$ cat config.mk
export PLATFORM = sky130hd
export DESIGN_NAME = mem_dma_engine
export DESIGN_NICKNAME = d
export VERILOG_FILES = /design/src/rtl/mem_dma_engine.sv
export SDC_FILE = /design/constraint.sdc
export NUM_CORES = 1
export LEC_CHECK = 0
export BUFFER_PORTS_ARGS = -buffer_cell sky130_fd_sc_hd__buf_2
export CORE_ASPECT_RATIO = 1.5
export CORE_MARGIN = 1
export CORE_UTILIZATION = 35
export CTS_CLUSTER_SIZE = 20
export DETAILED_ROUTE_END_ITERATION = 8
export PLACE_DENSITY = 0.66
export SLEW_MARGIN = 20
export SYNTH_ARGS = -nofsm -noshare
export SYNTH_HDL_FRONTEND = slang
export SYNTH_SLANG_ARGS = --single-unit
$ cat constraint.sdc
create_clock -name clk_i -period 1.6 [get_ports clk_i]
set_clock_uncertainty 0.2 [all_clocks]
set_input_delay 0.16 -clock clk_i [delete_from_list [all_inputs] [get_ports clk_i]]
set_output_delay 0.16 -clock clk_i [all_outputs]
set_load 0.01 [all_outputs]
$ cat src/rtl/mem_dma_engine.sv
// Word-by-word memory copy engine: read a source word, write it to the destination, repeat.
// Optional fill mode (MEM_DMA_ENGINE_FILL_EN) writes a constant pattern with no reads.
module mem_dma_engine #(
    parameter int unsigned ADDR_WIDTH = 4,
    parameter int unsigned DATA_WIDTH = 32,
    parameter int unsigned LEN_WIDTH  = 8
) (
    input  logic                    clk_i,
    input  logic                    rst_ni,
    input  logic                    start_i,
    input  logic [ADDR_WIDTH-1:0]   src_addr_i,
    input  logic [ADDR_WIDTH-1:0]   dst_addr_i,
    input  logic [LEN_WIDTH-1:0]    len_i,
`ifdef MEM_DMA_ENGINE_FILL_EN
    input  logic                    fill_i,
    input  logic [DATA_WIDTH-1:0]   fill_data_i,
`endif
    output logic                    busy_o,
    output logic                    done_o,
    output logic [ADDR_WIDTH-1:0]   mem_addr_o,
    output logic                    mem_we_o,
    output logic [DATA_WIDTH-1:0]   mem_wdata_o,
    output logic [DATA_WIDTH/8-1:0] mem_wstrb_o,
    input  logic [DATA_WIDTH-1:0]   mem_rdata_i
);

    localparam int unsigned          WB       = DATA_WIDTH / 8;
    localparam logic [ADDR_WIDTH-1:0] AddrMask = ~ADDR_WIDTH'(WB - 1);
    localparam logic [ADDR_WIDTH-1:0] AddrStep = ADDR_WIDTH'(WB);

    typedef enum logic [1:0] {StIdle, StRead, StWrite, StDone} state_e;

    state_e                 state_q;
    logic [ADDR_WIDTH-1:0]  src_q;
    logic [ADDR_WIDTH-1:0]  dst_q;
    logic [LEN_WIDTH-1:0]   remaining_q;
    logic                   fill_q;
    logic                   fill_start;
    logic [DATA_WIDTH-1:0]  fill_data;
    logic [ADDR_WIDTH-1:0]  src_start;
    logic [ADDR_WIDTH-1:0]  dst_start;

`ifdef MEM_DMA_ENGINE_FILL_EN
    assign fill_start = fill_i;
    assign fill_data  = fill_data_i;
`else
    assign fill_start = 1'b0;
    assign fill_data  = '0;
`endif

    assign src_start = src_addr_i & AddrMask;
    assign dst_start = dst_addr_i & AddrMask;

    // Memory-side outputs are registered and hold the value for the state being entered;
    // mem_wdata_o doubles as the captured data register.
    always_ff @(posedge clk_i) begin
        if (!rst_ni) begin
            state_q     <= StIdle;
            src_q       <= '0;
            dst_q       <= '0;
            remaining_q <= '0;
            fill_q      <= 1'b0;
            busy_o      <= 1'b0;
            done_o      <= 1'b0;
            mem_addr_o  <= '0;
            mem_we_o    <= 1'b0;
            mem_wdata_o <= '0;
            mem_wstrb_o <= '0;
        end else begin
            busy_o      <= 1'b0;
            done_o      <= 1'b0;
            mem_addr_o  <= '0;
            mem_we_o    <= 1'b0;
            mem_wdata_o <= '0;
            mem_wstrb_o <= '0;
            case (state_q)
                StIdle: begin
                    if (start_i) begin
                        src_q       <= src_start;
                        dst_q       <= dst_start;
                        remaining_q <= len_i;
                        fill_q      <= fill_start;
                        if (len_i == '0) begin
                            state_q <= StDone;
                            done_o  <= 1'b1;
                        end else if (fill_start) begin
                            state_q     <= StWrite;
                            busy_o      <= 1'b1;
                            mem_addr_o  <= dst_start;
                            mem_we_o    <= 1'b1;
                            mem_wdata_o <= fill_data;
                            mem_wstrb_o <= '1;
                        end else begin
                            state_q    <= StRead;
                            busy_o     <= 1'b1;
                            mem_addr_o <= src_start;
                        end
                    end
                end
                StRead: begin
                    state_q     <= StWrite;
                    busy_o      <= 1'b1;
                    mem_addr_o  <= dst_q;
                    mem_we_o    <= 1'b1;
                    mem_wdata_o <= mem_rdata_i;
                    mem_wstrb_o <= '1;
                end
                StWrite: begin
                    src_q       <= src_q + AddrStep;
                    dst_q       <= dst_q + AddrStep;
                    remaining_q <= remaining_q - LEN_WIDTH'(1);
                    if (remaining_q == LEN_WIDTH'(1)) begin
                        state_q <= StDone;
                        done_o  <= 1'b1;
                    end else if (fill_q) begin
                        state_q     <= StWrite;
                        busy_o      <= 1'b1;
                        mem_addr_o  <= dst_q + AddrStep;
                        mem_we_o    <= 1'b1;
                        mem_wdata_o <= mem_wdata_o;
                        mem_wstrb_o <= '1;
                    end else begin
                        state_q    <= StRead;
                        busy_o     <= 1'b1;
                        mem_addr_o <= src_q + AddrStep;
                    end
                end
                StDone: begin
                    state_q <= StIdle;
                end
                default: begin
                    state_q <= StIdle;
                end
            endcase
        end
    end

endmodule

Word-level counts from Yosys, hierarchy flattened
Cells that the tools add are included.

Bits in registers: 61. Bits in latches: 0. Bits in writable memories: 0. ROM bits: 0. Input port bits: 51. Memories: 0.

Add/sub/neg operators: 3. Multipliers: 0. Div/mod/pow operators: 0. Order comparisons: 0. Equality and inequality tests: 5. Shift-type cells: 0. Mux-type cells: 24. Bitwise logic cells: 0. Reductions and logical operators: 5.

Operators by type and width (count): 2-to-1 mux 4 bit (6); case mux 4 bit (2 select lines) (2); case mux 8 bit (2 select lines) (1); case mux 4 bit (3 select lines) (1); adder 4 x 3 -> 4 bit (second input constant) (2); == test 8 x 1 -> 1 bit (second input constant) (1); logical NOT 8 bit (1); 2-to-1 mux 8 bit (1); case mux 2 bit (4 select lines) (1); subtractor 8 x 1 -> 8 bit (second input constant) (1); 2-to-1 mux 1 bit (7); 2-to-1 mux 2 bit (3); == test 2 bit (second input constant) (2); AND reduction 2 bit (2); case mux 1 bit (3 select lines) (1); == test 2 x 1 -> 1 bit (second input constant) (1); logical NOT 2 bit (1); inequality test 2 bit (second input constant) (1); case mux 1 bit (2 select lines) (1); nonzero test 2 bit (1).

Longest topological paths before layout
Gate-level depths: netlist (run 1).

Word-level depth: 4. Mapped depth: 6. Gate-level depth less buffers: 6.

Least setup slack after synthesis (run 1)
No wires, ideal clock.

Path kind: register to register. Start point: register remaining_q[0]. End point: register remaining_q[6]. Arrival: 1.313 ns. Setup slack: 0.002 ns. Stages on the path, launching flop included: 7. Path through: dfxtp_1 inv_1 ha_1 nor3b_1 nor3b_1 o21ai_0 a211oi_1.

Word-level cells in the longest chain between the ends: 2.

Ends and longest elaborated chain: from (decl) (line 36) `logic [LEN_WIDTH-1:0] remaining_q;`; from (signal assigned) (line 81) `remaining_q <= len_i;`; from (signal assigned) (line 111) `remaining_q <= remaining_q - LEN_WIDTH'(1);`; subtractor 8 x 1 -> 8 bit (line 111); case mux 8 bit (2 select lines) (line 76) `case (state_q)`.

Every way passes these cells. A chain may end at the register's enable or synchronous reset.

Worst setup path in the final report (run 1)
Start point: register state_q[0]. End point: register remaining_q[7].

Word-level cells in the longest chain between the ends: 3. Elaborated cells between the ends (all ways): 6.

Ends and longest elaborated chain: from (decl) (line 33) `state_e state_q;`; from (signal assigned) (line 58) `state_q <= StIdle;`; from (signal assigned) (line 84) `state_q <= StDone;`; from (signal assigned) (line 87) `state_q <= StWrite;`; == test 2 bit / logical NOT 2 bit (equally long branches) (line 76); nonzero test 2 bit (no line) / inequality test 2 bit (equally long branches); AND reduction 2 bit (no line).

Several ways; a longest one is shown, not always the timed one.

==> impl_metrics.json, run 1 <==
{
  "status": "finished, final reports clean",
  "hold_viol": 0,
  "nFillCells": 445,
  "slew_viol_final": 0,
  "synthAdderAreaFrac_pct": 1.29,
  "crit_family": "simple AND/OR/NAND/NOR gates",
  "path_class": "reg -> reg",
  "drtPass1Iterations": 5,
  "end_kind": "flip-flop",
  "layout_commonest_cell": "buf_2",
  "dr_wl_met2_um": 2900,
  "synth_edf_count": 0,
  "dieArea_um2": 5840,
  "overflow": 0,
  "gp_congestion": 0.879,
  "multiInputGateArea_um2": 838,
  "syn_to_final_growth_pct": 59.6,
  "cts_buffers": 5,
  "cts_tree": "built",
  "crit_arrival_ns": 1.53,
  "start_util_pct": 36.9,
  "r2r_slack_ns": 0.07,
  "crit_path_start": "state_q[0]",
  "hold_class": "in -> reg",
  "r2r-start": "state_q[0]",
  "final_cell_mix": "buf_2 (89), dfxtp_1 (50), dlygate4sd3_1 (35)",
  "synthSimpleGateAreaFrac_pct": 22.8,
  "track_usage_pct": 20.0,
  "wire_per_inst_um": 13.9,
  "period_minus_slack_ns": 1.53,
  "synth-main-ff-cell": "dfxtp_1",
  "drc": 0,
  "grt_max_degree": 30,
  "cp_max_fo": 6,
  "diodes": 0,
  "clk_latency_ns": 0.30,
  "synth_top_family_by_area": "simple AND/OR/NAND/NOR gates",
  "crit_cells": 4,
  "ios": 94,
  "core_area_um2": 5250,
  "critPathBufInv": 0,
  "yosys_warnings": 0,
  "grt_pass1_vias": 1966,
  "syn_area_per_cell_um2": 9.83,
  "syn_nets": 250,
  "drt-initial-drc-count": 131,
  "routed_wl_um": 5630,
  "fmax_mhz": 655,
  "power_leakage_nw": 1.57,
  "nets": 390,
  "dr_wl_met3_um": 292,
  "setup_viol": 0,
  "ys_types": 41,
  "ir_drop_mv": 0.429,
  "via_per_inst": 4.79,
  "synth_mux_area_share_pct": 0,
  "fp.dieW_um": 62.7,
  "synth_cells": 197,
  "rr_worst_depth": 4,
  "fin_crit_sh_pct": 95.4,
  "rsz0062_at_grt": "yes",
  "fp-row-count": 32,
  "synth_top_area_share_pct": 53.8,
  "r2r_end": "remaining_q[7]",
  "port_buffers": 89,
  "synth-async-reset-ratio_pct": 0,
  "wirelength_met1_um": 2320,
  "crit_path_cell_trace": "or3b_1, o21ai_0, a41oi_1, o21a_1",
  "clk_path_buf_depth": 2,
  "slowest_delay_ns": 0.49,
  "ys_ff_latch": 52,
  "final_area_um2": 3090,
  "ys_seq_area_share_pct": 53.8,
  "cp-endpoint": "remaining_q[7]",
  "register_area_um2": 1040,
  "post-route-util_pct": 58.9,
  "clk_pin_slew_worst_paths_ns": 0.10,
  "place_area_um2": 2580,
  "vias": 1946,
  "top_layer": "met4",
  "antenna_found_initial": 0,
  "synth_xor_area_share_pct": 0.905,
  "synth_compound_area_share_pct": 14.6,
  "cpMaxStageDelayCell": "or3b_1",
  "required_ns": 1.60,
  "dp_hpwl_um": 3630,
  "h-tree-depth": 2,
  "grt_pass1_wl_um": 9150,
  "max-cap-violations": 0,
  "ant_nets": 0,
  "synth_area_leader_cell": "dfxtp_1",
  "drive_gt1_share_pct": 41.7,
  "root_buffer": "clkbuf_8",
  "chipHeight_um": 93.1,
  "cts.sinks": 52,
  "synth.area.top_cells": "dfxtp_1 (54%), and3_1 (11%), a21oi_1 (2.6%), nor2_1 (2.3%), buf_4 (1.9%)",
  "p_per_area_nw_per_um2": 878,
  "critPathLaunchType": "flip-flop",
  "syn_area_um2": 1940
}
## registers in the layout, summed over array words and instances, names as in the netlist
register / count
busy_o: 1
remaining_q: 8
dst_q: 2
mem_addr_o: 3
mem_wdata_o: 32
mem_wstrb_o: 1
done_o: 1
state_q: 2
src_q: 2
## routing by layer
metal | global-route usage, % | vias to the layer above
met1 | 21.8 | 886
met5 | 0 | -
li1 | - | 970
met3 | 3.66 | 10
met2 | 37.2 | 80
met4 | 8.33 | 0
## cells by family after synthesis
kind of cell / Yosys count
and+or+nand+nor: 75
DFF: 52
AOI/OAI and AO/OA: 40
buffers and inverters: 25
other: 1
xor gates and xnor gates: 2
adders and majority gates: 2
## cells in the mapped netlist, drive strengths merged (3+ instances only)
cell type and n:
buf 10, inv 8, and3 33, nand2 6, a41oi 3, clkbuf 7, a211oi 3, nor3b 3
nor4 3, dfxtp 52, nor2 13, nand2b 3, o21ai 6, a21oi 10, and2 4, nor2b 4
## final cells by class
class	count	share of cell area (%)
inverters	8	0.972
clock inverters	2	0.527
flip-flops and latches	52	33.8
repair buffers	150	32.5
clock buffers	6	2.35
well taps	68	2.75
multi-input cells	120	27.1
## worst min path at each step
stage / start / end / slack [ns] / depth (start not counted)
3_3_place_gp: mem_rdata_i[16] / mem_wdata_o[16] / 0.19 / 2
2_1_floorplan: start_i / state_q[0] / 0.11 / 2
6_report: len_i[4] / remaining_q[4] / 0.004 / 3
3_5_place_dp: mem_rdata_i[28] / mem_wdata_o[28] / 0.20 / 2
4_1_cts: len_i[4] / remaining_q[4] / 0.01 / 3
5_1_grt: len_i[4] / remaining_q[4] / 0.05 / 3
## power by group
part | total [mW] | switching (mW) | internal, mW
Clock | 0.745 | 0.432 | 0.312
Combinational | 0.564 | 0.256 | 0.308
Sequential | 1.40 | 0.0452 | 1.36
Total | 2.71 | 0.734 | 1.98
## per-stage QoR
stage               hold slack (ns)  setup TNS [ns]  power, mW  std cells  setup WS (ns)
floorplan                     0.110               0       1.66        197        0.00185
global placement              0.191         -0.0100       1.87        363       -0.00817
detailed placement            0.195         -0.0779       1.88        363        -0.0488
CTS                         0.00969               0       2.68        406        0.00458
global route                 0.0473         -0.0559       2.83        406        -0.0302
finish                      0.00372               0       2.71        406         0.0743
## repair_timing
item | 4_1_cts | 5_1_grt
endpoints found under the setup margin | 2 | 10
hold endpoints to repair | 35 | 0
pin swaps | 0 | 4
buffers inserted | 0 | 0
resized for setup | 2 | 16
hold buffers | 35 | 0
## tightest hold or removal path, stage by stage
cell,delay [ns]
buf_2,0.10
o221ai_2,0.08
a21oi_1,0.13
No activity file was read; power rests on OpenSTA's default activity.
==> run 2: changes to the inputs <==
CELL_PAD_IN_SITES_DETAIL_PLACEMENT = 1   (was unset)
CELL_PAD_IN_SITES_GLOBAL_PLACEMENT = 1   (was unset)
CORE_UTILIZATION = 29   (was 35)
PLACE_DENSITY = unset   (was 0.66)
PLACE_DENSITY_LB_ADDON = 0.1   (was unset)
SETUP_SLACK_MARGIN = 0.3   (was unset)
==> run 2 against run 1 <==
  * Sequential power about the same
  * Core utilization decreased by 3.0 points
  * Routed wire length increased by 20%
  * Via count increased by 8.3%
  * Critical path type unchanged
  * Critical endpoint is now mem_addr_o[3]
==> impl_metrics.json, run 2 (synthesized netlist as in run 1, its figures left out) <==
{
  "hold_class": "in -> reg",
  "max-cap-violations": 0,
  "whs_path_depth": 3,
  "crit_arrival_ns": 1.57,
  "finalNonFillerCells": 440,
  "cp_max_fo": 3,
  "drive_gt1_share_pct": 57.1,
  "cts_buffers": 5,
  "drtPass1Iterations": 4,
  "syn_to_final_growth_pct": 87.3,
  "required_ns": 1.60,
  "end_kind": "flip-flop",
  "chipHeight_um": 102,
  "met2_usage_pct": 37.6,
  "dp_hpwl_um": 4240,
  "status": "finished, final reports clean",
  "drc": 0,
  "largest_reg_flops": 32,
  "rsz0062_at_grt": "yes",
  "vias": 2107,
  "final_cell_mix": "buf_2 (89), dfxtp_1 (44), dlygate4sd3_1 (39)",
  "gr-usage-met3_pct": 3.24,
  "h-tree-depth": 2,
  "gp_congestion": 0.803,
  "grt_busiest_layer": "met2",
  "final_area_um2": 3630,
  "critPathBufInv": 0,
  "hold_viol": 0,
  "setup_ws_ns": 0.0303,
  "grtUsageMet1_pct": 20.9,
  "port_buffers": 89,
  "grt_max_degree": 21,
  "clk_path_buf_depth": 2,
  "wire_per_inst_um": 15.4,
  "crit_path_cell_trace": "nor4_4, a31oi_2, a222oi_1, nor2_1",
  "place_area_um2": 2600,
  "p_total_mw": 2.95,
  "power_leakage_nw": 1.72,
  "path_class": "reg -> reg",
  "worstHoldStart": "len_i[4]",
  "clk_pin_slew_worst_paths_ns": 0.10,
  "worstHoldEndpoint": "remaining_q[4]",
  "r2r_slack_ns": 0.03,
  "slowest_delay_ns": 0.35,
  "track_usage_pct": 19.7,
  "cpMaxStageDelayCell": "dfxtp_2",
  "via_per_inst": 4.79,
  "fp-row-count": 36,
  "r2r-start": "remaining_q[6]",
  "fp.dieW_um": 68.7,
  "fmax_mhz": 637,
  "rr_worst_depth": 4,
  "ant_nets": 0,
  "ir_drop_mv": 0.426,
  "setup_viol": 0,
  "grt_pass1_vias": 2125,
  "top_regs": "mem_wdata_o (32), remaining_q (8), mem_addr_o (3)",
  "top_register": "mem_wdata_o",
  "dp_worst_setup_slack_ns": -0.00655,
  "critPathLaunchType": "flip-flop",
  "drt-initial-drc-count": 64,
  "nets": 416,
  "r2r_end": "mem_addr_o[3]",
  "antenna_found_initial": 0,
  "fin_crit_sh_pct": 98.1,
  "routed_wl_um": 6770,
  "start_util_pct": 29.8,
  "slew_viol_final": 0,
  "period_minus_slack_ns": 1.57,
  "diodes": 0,
  "p_per_area_nw_per_um2": 812,
  "core_area_um2": 6490,
  "root_buffer": "clkbuf_8",
  "grt_pass1_wl_um": 10100,
  "cts.sinks": 52,
  "layout_commonest_cell": "buf_2",
  "clk_latency_ns": 0.31,
  "dieArea_um2": 7010,
  "ios": 94,
  "crit_family": "compound AO/OA/AOI/OAI gates",
  "cts_tree": "built",
  "place_inst": 367,
  "overflow": 0
}
run 2: cell types whose count changed in the layout (fill, tap and decap cells not counted), moves of 3 or more:
| cell | before | now |
|---|---|---|
| o21ai_1 | 0 | 4 |
| a41oi_2 | 0 | 3 |
| and3_4 | 0 | 21 |
| and3_1 | 33 | 12 |
| a41oi_1 | 3 | 0 |
| o21ai_0 | 5 | 1 |
| nor2_4 | 0 | 3 |
| nor2b_4 | 0 | 5 |
| dlygate4sd3_1 | 35 | 39 |
| dfxtp_2 | 2 | 5 |
| dfxtp_4 | 0 | 3 |
| dfxtp_1 | 50 | 44 |
| buf_6 | 0 | 19 |
run 2: per-stage QoR:
stage	util [%]	hold slack [ns]	TNS, ns
2_1_floorplan	-	0.110	0
3_3_place_gp	40.1	0.191	0
3_5_place_dp	40.1	0.195	-0.00655
4_1_cts	52.0	0.0152	0
5_1_grt	55.9	0.0306	-0.0129
6_report	55.9	0.00754	0
run 2: worst max path at each step:
stage	slack (ns)	cells after the start	startpoint	to
3_5_place_dp	-0.007	6	remaining_q[1]	remaining_q[6]
5_1_grt	-0.009	7	remaining_q[1]	remaining_q[4]
2_1_floorplan	0.12	4	remaining_q[4]	mem_addr_o[3]
6_report	0.03	4	remaining_q[6]	mem_addr_o[3]
4_1_cts	0.009	6	remaining_q[0]	remaining_q[6]
3_3_place_gp	0.04	6	remaining_q[1]	remaining_q[6]
run 2: layout make-up:
| class | count | area (um^2) |
|---|---|---|
| fill | 742 | 2860 |
| timing repair buffer | 174 | 1260 |
| multi-input combinational | 122 | 1090 |
| sequential | 52 | 1060 |
| tap | 76 | 95.1 |
| clock buffer | 5 | 68.8 |
| inverter | 8 | 30.0 |
| clock inverter | 3 | 27.5 |
run 2: timing repair:
action,4_1_cts,5_1_grt
pin swaps,20,16
setup endpoints to repair,50,50
buffers inserted,17,5
hold endpoints to repair,39,0
gates cloned,4,0
hold buffers,39,0
gates resized for setup,35,47
run 2: layer usage:
metal | part of all wire, % | vias up
met2 | 56 | 55
met4 | 1.4 | 0
met1 | 38 | 1014
met3 | 4.3 | 9
li1 | - | 1029
met5 | 0 | -
run 2: worst min-delay path, cell delays in order:
cell,delay (ns)
buf_2,0.09
o221ai_1,0.11
a21oi_1,0.12
run 2: report_power, final:
part	internal, mW	switching (mW)
Combinational	0.418	0.312
Clock	0.322	0.477
Sequential	1.36	0.0566
